### src/rtl/vram_seq.sv
// Purpose : VRAM write-port sequencer; merges host word writes with a fill/scroll engine.
// Latency : host write sampled at edge t drives WR* after edge t; engine writes start the edge after CMD_START.
// Backpress: a host write always owns the write port; the engine stalls (state, n and read word held) and retries.
//
// Ports:
//   CLK, RST                         clock, synchronous active-high reset
//   HOST_WRADDR/BYTEEN/WREN/WRDATA   host single-word write, one per cycle
//   CMD_START/CMD_OP/CMD_DATA        engine command: 00 fill, 01 scroll-up, 1x no-op
//   BUSY, DONE                       engine active, one-cycle completion pulse
//   WRADDR/BYTEEN/WREN/WRDATA        VRAM write port (registered)
//   RDADDR/RDEN/RDDATA               VRAM read port (scroll only)
// Build option: define VRAM_SEQ_SCROLL_EN to implement the scroll-up op; otherwise op 01 is a no-op
// and the read port is held at zero.

module vram_seq #(
  parameter int COLS = 80,
  parameter int ROWS = 50
) (
  input  logic        CLK,
  input  logic        RST,
  input  logic [15:0] HOST_WRADDR,
  input  logic [3:0]  HOST_BYTEEN,
  input  logic        HOST_WREN,
  input  logic [31:0] HOST_WRDATA,
  input  logic        CMD_START,
  input  logic [1:0]  CMD_OP,
  input  logic [31:0] CMD_DATA,
  output logic        BUSY,
  output logic        DONE,
  output logic [15:0] WRADDR,
  output logic [3:0]  BYTEEN,
  output logic        WREN,
  output logic [31:0] WRDATA,
  output logic [15:0] RDADDR,
  output logic        RDEN,
  input  logic [31:0] RDDATA
);

  localparam logic [15:0] LAST_WORD = 16'(ROWS * COLS - 1);
`ifdef VRAM_SEQ_SCROLL_EN
  // Last word of the region that is copied up from the row below.
  localparam logic [15:0] SCROLL_END = 16'((ROWS - 1) * COLS - 1);
  localparam logic [15:0] ROW_WORDS  = 16'(COLS);
`endif

  typedef enum logic [2:0] {
    S_IDLE,
    S_FILL,
    S_SC_RD,
    S_SC_WAIT,
    S_SC_WR,
    S_LAST,
    S_FIN
  } state_t;

  state_t      state, state_nxt;
  logic [15:0] n, n_nxt;
  logic [31:0] fill_dat, fill_dat_nxt;
  logic        busy_nxt, done_nxt;
  logic [15:0] wraddr_nxt, rdaddr_nxt;
  logic [3:0]  byteen_nxt;
  logic        wren_nxt, rden_nxt;
  logic [31:0] wrdata_nxt;

`ifdef VRAM_SEQ_SCROLL_EN
  // Read word kept across host stalls in SC_WR; RDDATA is only guaranteed on the first SC_WR cycle.
  logic [31:0] rd_hold, rd_hold_nxt;
  logic        rd_held, rd_held_nxt;
  logic [31:0] rd_word;
`else
  logic unused_rddata;
  assign unused_rddata = ^RDDATA;
`endif

  function automatic logic [15:0] word_addr(input logic [15:0] w);
    return {w[13:0], 2'b00};
  endfunction

  always_comb begin
    state_nxt    = state;
    n_nxt        = n;
    fill_dat_nxt = fill_dat;
    busy_nxt     = BUSY;
    done_nxt     = 1'b0;
    wraddr_nxt   = '0;
    byteen_nxt   = '0;
    wren_nxt     = 1'b0;
    wrdata_nxt   = '0;
    rdaddr_nxt   = '0;
    rden_nxt     = 1'b0;
`ifdef VRAM_SEQ_SCROLL_EN
    rd_hold_nxt  = rd_hold;
    rd_held_nxt  = rd_held;
    rd_word      = rd_held ? rd_hold : RDDATA;
`endif

    // Host write always takes the port; engine write states below check HOST_WREN and hold.
    if (HOST_WREN) begin
      wraddr_nxt = HOST_WRADDR;
      byteen_nxt = HOST_BYTEEN;
      wren_nxt   = 1'b1;
      wrdata_nxt = HOST_WRDATA;
    end

    case (state)
      S_IDLE: begin
        if (CMD_START) begin
          fill_dat_nxt = CMD_DATA;
          n_nxt        = '0;
          busy_nxt     = 1'b1;
          case (CMD_OP)
            2'b00:   state_nxt = S_FILL;
`ifdef VRAM_SEQ_SCROLL_EN
            2'b01:   state_nxt = S_SC_RD;
`else
            2'b01:   state_nxt = S_FIN;
`endif
            default: state_nxt = S_FIN;
          endcase
        end
      end

      S_FILL: begin
        if (!HOST_WREN) begin
          wraddr_nxt = word_addr(n);
          byteen_nxt = 4'hf;
          wren_nxt   = 1'b1;
          wrdata_nxt = fill_dat;
          if (n == LAST_WORD) state_nxt = S_FIN;
          else                n_nxt     = n + 16'd1;
        end
      end

`ifdef VRAM_SEQ_SCROLL_EN
      S_SC_RD: begin
        rden_nxt    = 1'b1;
        rdaddr_nxt  = word_addr(n + ROW_WORDS);
        rd_held_nxt = 1'b0;
        state_nxt   = S_SC_WAIT;
      end

      S_SC_WAIT: state_nxt = S_SC_WR;

      S_SC_WR: begin
        if (HOST_WREN) begin
          rd_hold_nxt = rd_word;
          rd_held_nxt = 1'b1;
        end else begin
          wraddr_nxt = word_addr(n);
          byteen_nxt = 4'hf;
          wren_nxt   = 1'b1;
          wrdata_nxt = rd_word;
          n_nxt      = n + 16'd1;
          state_nxt  = (n == SCROLL_END) ? S_LAST : S_SC_RD;
        end
      end

      S_LAST: begin
        if (!HOST_WREN) begin
          wraddr_nxt = word_addr(n);
          byteen_nxt = 4'hf;
          wren_nxt   = 1'b1;
          wrdata_nxt = fill_dat;
          if (n == LAST_WORD) state_nxt = S_FIN;
          else                n_nxt     = n + 16'd1;
        end
      end
`endif

      S_FIN: begin
        done_nxt  = 1'b1;
        busy_nxt  = 1'b0;
        state_nxt = S_IDLE;
      end

      default: begin
        busy_nxt  = 1'b0;
        state_nxt = S_IDLE;
      end
    endcase
  end

  always_ff @(posedge CLK) begin
    if (RST) begin
      state    <= S_IDLE;
      n        <= '0;
      fill_dat <= '0;
      BUSY     <= 1'b0;
      DONE     <= 1'b0;
      WRADDR   <= '0;
      BYTEEN   <= '0;
      WREN     <= 1'b0;
      WRDATA   <= '0;
      RDADDR   <= '0;
      RDEN     <= 1'b0;
`ifdef VRAM_SEQ_SCROLL_EN
      rd_hold  <= '0;
      rd_held  <= 1'b0;
`endif
    end else begin
      state    <= state_nxt;
      n        <= n_nxt;
      fill_dat <= fill_dat_nxt;
      BUSY     <= busy_nxt;
      DONE     <= done_nxt;
      WRADDR   <= wraddr_nxt;
      BYTEEN   <= byteen_nxt;
      WREN     <= wren_nxt;
      WRDATA   <= wrdata_nxt;
      RDADDR   <= rdaddr_nxt;
      RDEN     <= rden_nxt;
`ifdef VRAM_SEQ_SCROLL_EN
      rd_hold  <= rd_hold_nxt;
      rd_held  <= rd_held_nxt;
`endif
    end
  end

endmodule

### config.mk
export PLATFORM = sky130hd
export DESIGN_NAME = vram_seq
export DESIGN_NICKNAME = d
export VERILOG_FILES = /design/src/rtl/vram_seq.sv
export SDC_FILE = /design/constraint.sdc
export NUM_CORES = 1
export LEC_CHECK = 0
export CORE_UTILIZATION = 35
export DETAILED_ROUTE_END_ITERATION = 10
export GPL_ROUTABILITY_DRIVEN = 1
export GPL_TIMING_DRIVEN = 0
export PLACE_DENSITY_LB_ADDON = 0.05
export SKIP_CTS_REPAIR_TIMING = 1
export SYNTH_ARGS = -nofsm -noshare
export SYNTH_HDL_FRONTEND = slang
export SYNTH_SLANG_ARGS = --single-unit
### constraint.sdc
create_clock -name CLK -period 2 [get_ports CLK]
set_input_delay 0.2 -clock CLK [delete_from_list [all_inputs] [get_ports CLK]]
set_output_delay 0.2 -clock CLK [all_outputs]
set_load 0.01 [all_outputs]
# Word level (Yosys, flattened, before mapping)
# Index checks and enable logic that the tools add are counted.
[word_totals]
register_bits = 106
inputBits = 122
out_inout_bits = 72
elab_cells = 49
[classes]
addsub = 1
n_eq_ne = 7
mux = 24
bitwise_logic = 1
n_reduce_logical = 7
[ops]
columns = ["op", "count"]
rows = [
  ["$mux 16", 6],
  ["$mux 32", 3],
  ["$pmux 16 s2", 1],
  ["$add 16x1->16 const B", 1],
  ["$eq 16x12->1 const B", 1],
  ["$mux 3", 4],
  ["$mux 4", 3],
  ["$ne 2x2->1 const B", 4],
  ["$pmux 3 s2", 1],
  ["$mux 1", 5],
  ["$reduce_and 2->1", 2],
  ["$reduce_and 4->1", 1],
  ["$eq 3x1->1 const B", 1],
  ["$eq 3x3->1 const B", 1],
  ["$logic_not 3->1", 1],
  ["$reduce_and 3->1", 1],
  ["$logic_not 2->1", 1],
  ["$pmux 1 s2", 1],
  ["$reduce_bool 2->1", 1],
  ["$not 1->1", 1],
]

# Longest topological paths before layout
[depth]
depth_word = 4
ltp_mapped = 6

# Worst setup path before layout
# OpenSTA, ideal clock, no wires.
[synth_timing]
kind = "flip-flop to flip-flop"
startpoint = "register state[1]"
endpoint = "register n[10]"
setup_time_ns = 0.075
arrival_ns = 1.432
t_required_ns = 1.925
setup_slack_ns = 0.493
stages_incl_launch_ff = 6
path_buffers = 2
period_less_slack_ns = 1.507
path_cell_list = "dfxtp_1 > buf_6 > or3b_1 > buf_2 > o41a_1 > o22ai_1"
[synth_between]
elab_chain_len = 3
elab_cells_between_ends = 8
classes_between = "eq/ne: 4; mux: 1; reduce/logical: 3"
[synth_lines]
columns = ["item", "line", "text"]
rows = [
  ["from (decl)", "56", "state_t state, state_nxt;"],
  ["from (signal assigned)", "201", "state <= state_nxt;"],
  ["$eq 3x1->1 or $logic_not 3->1 (tied branches)", "105", "case (state)"],
  ["$ne 2x2->1 (no source line) or $reduce_bool 2->1 (tied branches)", "--", ""],
  ["$reduce_and 4->1 (no source line)", "--", ""],
  ["to (signal assigned)", "202", "n <= n_nxt;"],
  ["to (decl)", "57", "logic [15:0] n, n_nxt;"],
]
# Parallel ways exist; a longest one is shown, timed or not.
# A chain may end at the register's enable or synchronous reset.

# Worst setup path in the final report
[layout_timing]
startpoint = "register n[3]"
endpoint = "register n[10]"
[layout_between]
elab_chain_len = 4
elab_cells_between_ends = 7
classes_between = "add/sub: 1; eq/ne: 2; mux: 3; reduce/logical: 1"
[layout_lines]
columns = ["item", "line", "text"]
rows = [
  ["$add 16x1->16", "130", "else n_nxt = n + 16'd1;"],
  ["$mux 16", "129", "if (n == LAST_WORD) state_nxt = S_FIN;"],
  ["$mux 16", "124", "if (!HOST_WREN) begin"],
  ["$pmux 16 s2", "105", ""],
]
# Parallel ways exist; a longest one is shown, timed or not. The select of a mux whose other input is x is not followed.

==> summary.md <==
| Metric | Value |
|---|---|
| RSZ-0062 raised after global routing | no |
| Sw power | 1.094 mW |
| Primary FF master, synth | dfxtp_1 |
| Number of flops mapped to enable cells by yosys | 0 |
| Min Tclk post-route | 1829 ps |
| I/O Buffers | 142 |
| CTS tree | done |
| Async set-reset flop share out of synthesis | 0 |
| Worst-Skew Late Latency | 350 ps |
| Seq pwr share | 0.465 |
| Top Ports | 194 |
| Mapped Avg Cell Area | 9.233 um^2 |
| Syn. warnings | 0 |
| Largest cells by area after synthesis | dfxtp_1, a22o_1, nand2_1, a21oi_1, buf_4 |
| Maximum buffer depth of the clock tree | 2 |
| Initial DRC Count | 166 |
| Sequential share of the synthesized area | 0.5174 |
| Clk root buf | clkbuf_16 |
| Outcome | finished, final reports clean |
| Commonest cells post-synth | dfxtp_1, nand2_1, a22o_1 |
| Synth Instances | 440 |
| Met1 Usage GRT | 0.2420 |
| Final net count | 732 |
| Netlist cell types | 51 |
| Clock sink count | 105 |
| Avg Vias per Cell | 4.886 |
| Met2 global-route usage | 0.3266 |
| # DRC | 0 |
| Placer Congestion | 0.8942 |
| Core Rows | 38 |
| Synthesized flop and latch total | 105 |
| Int Power | 3.672 mW |
| Total CTS buffers | 9 |
| Crit path required time | 2210 ps |
| N_diodes | 0 |
| Starting Density | 0.3667 |
| Fmax | 546.9 MHz |
| CP startpoint kind | register |
| Power density cells | 786.7 mW/mm^2 |
| Final Skew | 4.715 ps |
| Crit Path Class | register to register |
| DIE AREA | 0.01204 mm^2 |
| Mapped cell area | 0.004063 mm^2 |
| Most common cell in the netlist | dfxtp_1 |
| Drt first pass iters | 4 |
| Antenna violations before repair | 0 |
| Largest net degree at the start of global routing | 18 |
| # setup viols final | 0 |
| Slew @ Worst Pin | 591.0 ps |
| Beginning of the worst hold path | HOST_WREN |
| Core area | 0.01108 mm^2 |
| Die Ht | 109.7 um |
| Die X | 109.7 um |
| H-tree lvl count | 3 |
| Clock power share | 0.407 |
| Crit. End Element | register |
| Layout area overhead | 49.12% |
| Final ANT Viol Nets | 0 |
| First-pass GRT wire length | 17840 um |
| Slew Viols, Final | 0 |
| Share of the synthesized area in the top cell type | 0.5174 |
| Comb pwr share | 0.128 |
| Detailed placement HPWL | 8135 um |
| Setup TNS | 0 ps |
| Detailed Route WL | 11430 um |
| Vias in the first global route | 3592 |
| Beginning of the critical path | n[3] |
| Fin crit share | 0.9143 |
| Slew HR | 0.6060 |
| Power Total | 4.766 mW |
| Final hold violations | 0 |
| Gr usage total | 0.1969 |
| Largest area contributor in the netlist | dfxtp_1 |
| Vias | 3684 |
| Max-cap violation count | 0 |
| Clock transition at path regs | 70 ps |
| Critical path arrival | 2040 ps |
| Sw Ratio | 0.2295 |
| Post-DR wirelength/cell | 15.16 um |
| Maximum vdd drop | 0.0005717 V |
| GRT busiest layer | met2 |
| GR Layer Usage met3 | 0.05631 |
| CP max FO | 8 |
| Crit Reg-Reg Startpoint | n[3] |
| Reg2reg setup slack | 170 ps |
| Worst hold path class | primary input to register |
| Leakage | 2.298 nW |
| Layout cells sized above 1 | 0.08469 |
| GRT Residual Overflow | 0 |
-- kinds of logic after synthesis --
kind of cell,count (synthesis),synth area share
flip-flops,105,0.5174
buffers and inverters,63,0.08192
AO/OA/AOI/OAI,121,0.2147
AND/OR/NAND/NOR,147,0.1771
adder cells (fa/ha/maj),1,0.003079
other,1,0.0009230
multiplexers,2,0.004928
-- registers in the layout (all words and copies together) (netlist names) --
register / cells
WREN: 1
state: 2
WRDATA: 32
BUSY: 1
fill_dat: 32
n: 16
BYTEEN: 4
DONE: 1
WRADDR: 16
-- layout by cell type, fill, tap and decap left out, types with 2 or more instances in the layout --
cell type,n
nor2b_1,4
or3b_2,2
clkbuf_1,24
nor3_1,4
nand2b_1,7
and2_1,5
o32ai_1,2
a22o_1,46
nand4_1,7
a311oi_1,2
or4_1,2
and4_1,3
dfxtp_1,105
o21a_1,2
clkdlybuf4s50_1,142
bufinv_16,2
buf_4,22
nor4_1,4
o21ai_0,3
nand2_1,75
clkinvlp_4,2
inv_1,12
o22ai_1,2
o311ai_0,2
buf_2,5
conb_1,17
a211oi_1,5
a31oi_1,2
or3_1,3
clkbuf_16,9
a21o_1,2
nor2_1,17
o221ai_1,2
nand3_1,5
mux2i_1,2
a21oi_1,42
-- routing by layer --
| layer | up-vias | routed length (um) |
|---|---|---|
| met5 | - | 0 |
| met4 | 0 | 217 |
| met3 | 14 | 743 |
| met2 | 114 | 5353 |
| met1 | 1700 | 5114 |
| li1 | 1856 | - |
-- layout make-up --
class	count	area, um^2
Fill cell	1055	5020
Sequential cell	105	2102
Clock buffer	11	242.7
Inverter	12	45.04
Buffer	51	287.8
Tap cell	140	175.2
Clock inverter	5	86.33
Multi-Input combinational cell	288	1698
Timing Repair Buffer	142	1421
-- per-stage QoR --
stage	hold slack, ps	area [um^2]	util	cells	setup WS, ps
final	183.4	6058	0.5469	754	171.5
after global routing	201.8	6058	0.5469	754	11.15
after CTS	182.2	6048	0.5460	754	-60.04
after detailed placement	447.7	5719	0.5163	738	-166.2
after global placement	442.1	5719	0.5163	738	-88.84
after floorplan	321.7	4123	-	456	493.0
-- power groups by stage --
| stage | Combinational [mW] | Clock [mW] | Sequential, mW |
|---|---|---|---|
| after floorplan | 0.242 | 0 | 2.29 |
| after global placement | 0.602 | 0 | 2.26 |
| after detailed placement | 0.607 | 0 | 2.27 |
| after CTS | 0.611 | 1.99 | 2.22 |
| after global routing | 0.664 | 2.06 | 2.23 |
| final | 0.609 | 1.94 | 2.22 |
-- final timing paths --
check,to,cells past startpoint
worst max-delay path,n[10],5
worst min-delay path,BYTEEN[0],2
worst max register to register,n[10],5
worst min register to register,fill_dat[12],2
-- worst max-delay path, stage by stage (launching register included) --
cell and delay [ps]:
dfxtp_1 310, clkbuf_1 330, nand4_1 340, o311ai_0 440, o41a_1 210, o22ai_1 70
(Power assumes the default switching activity.)
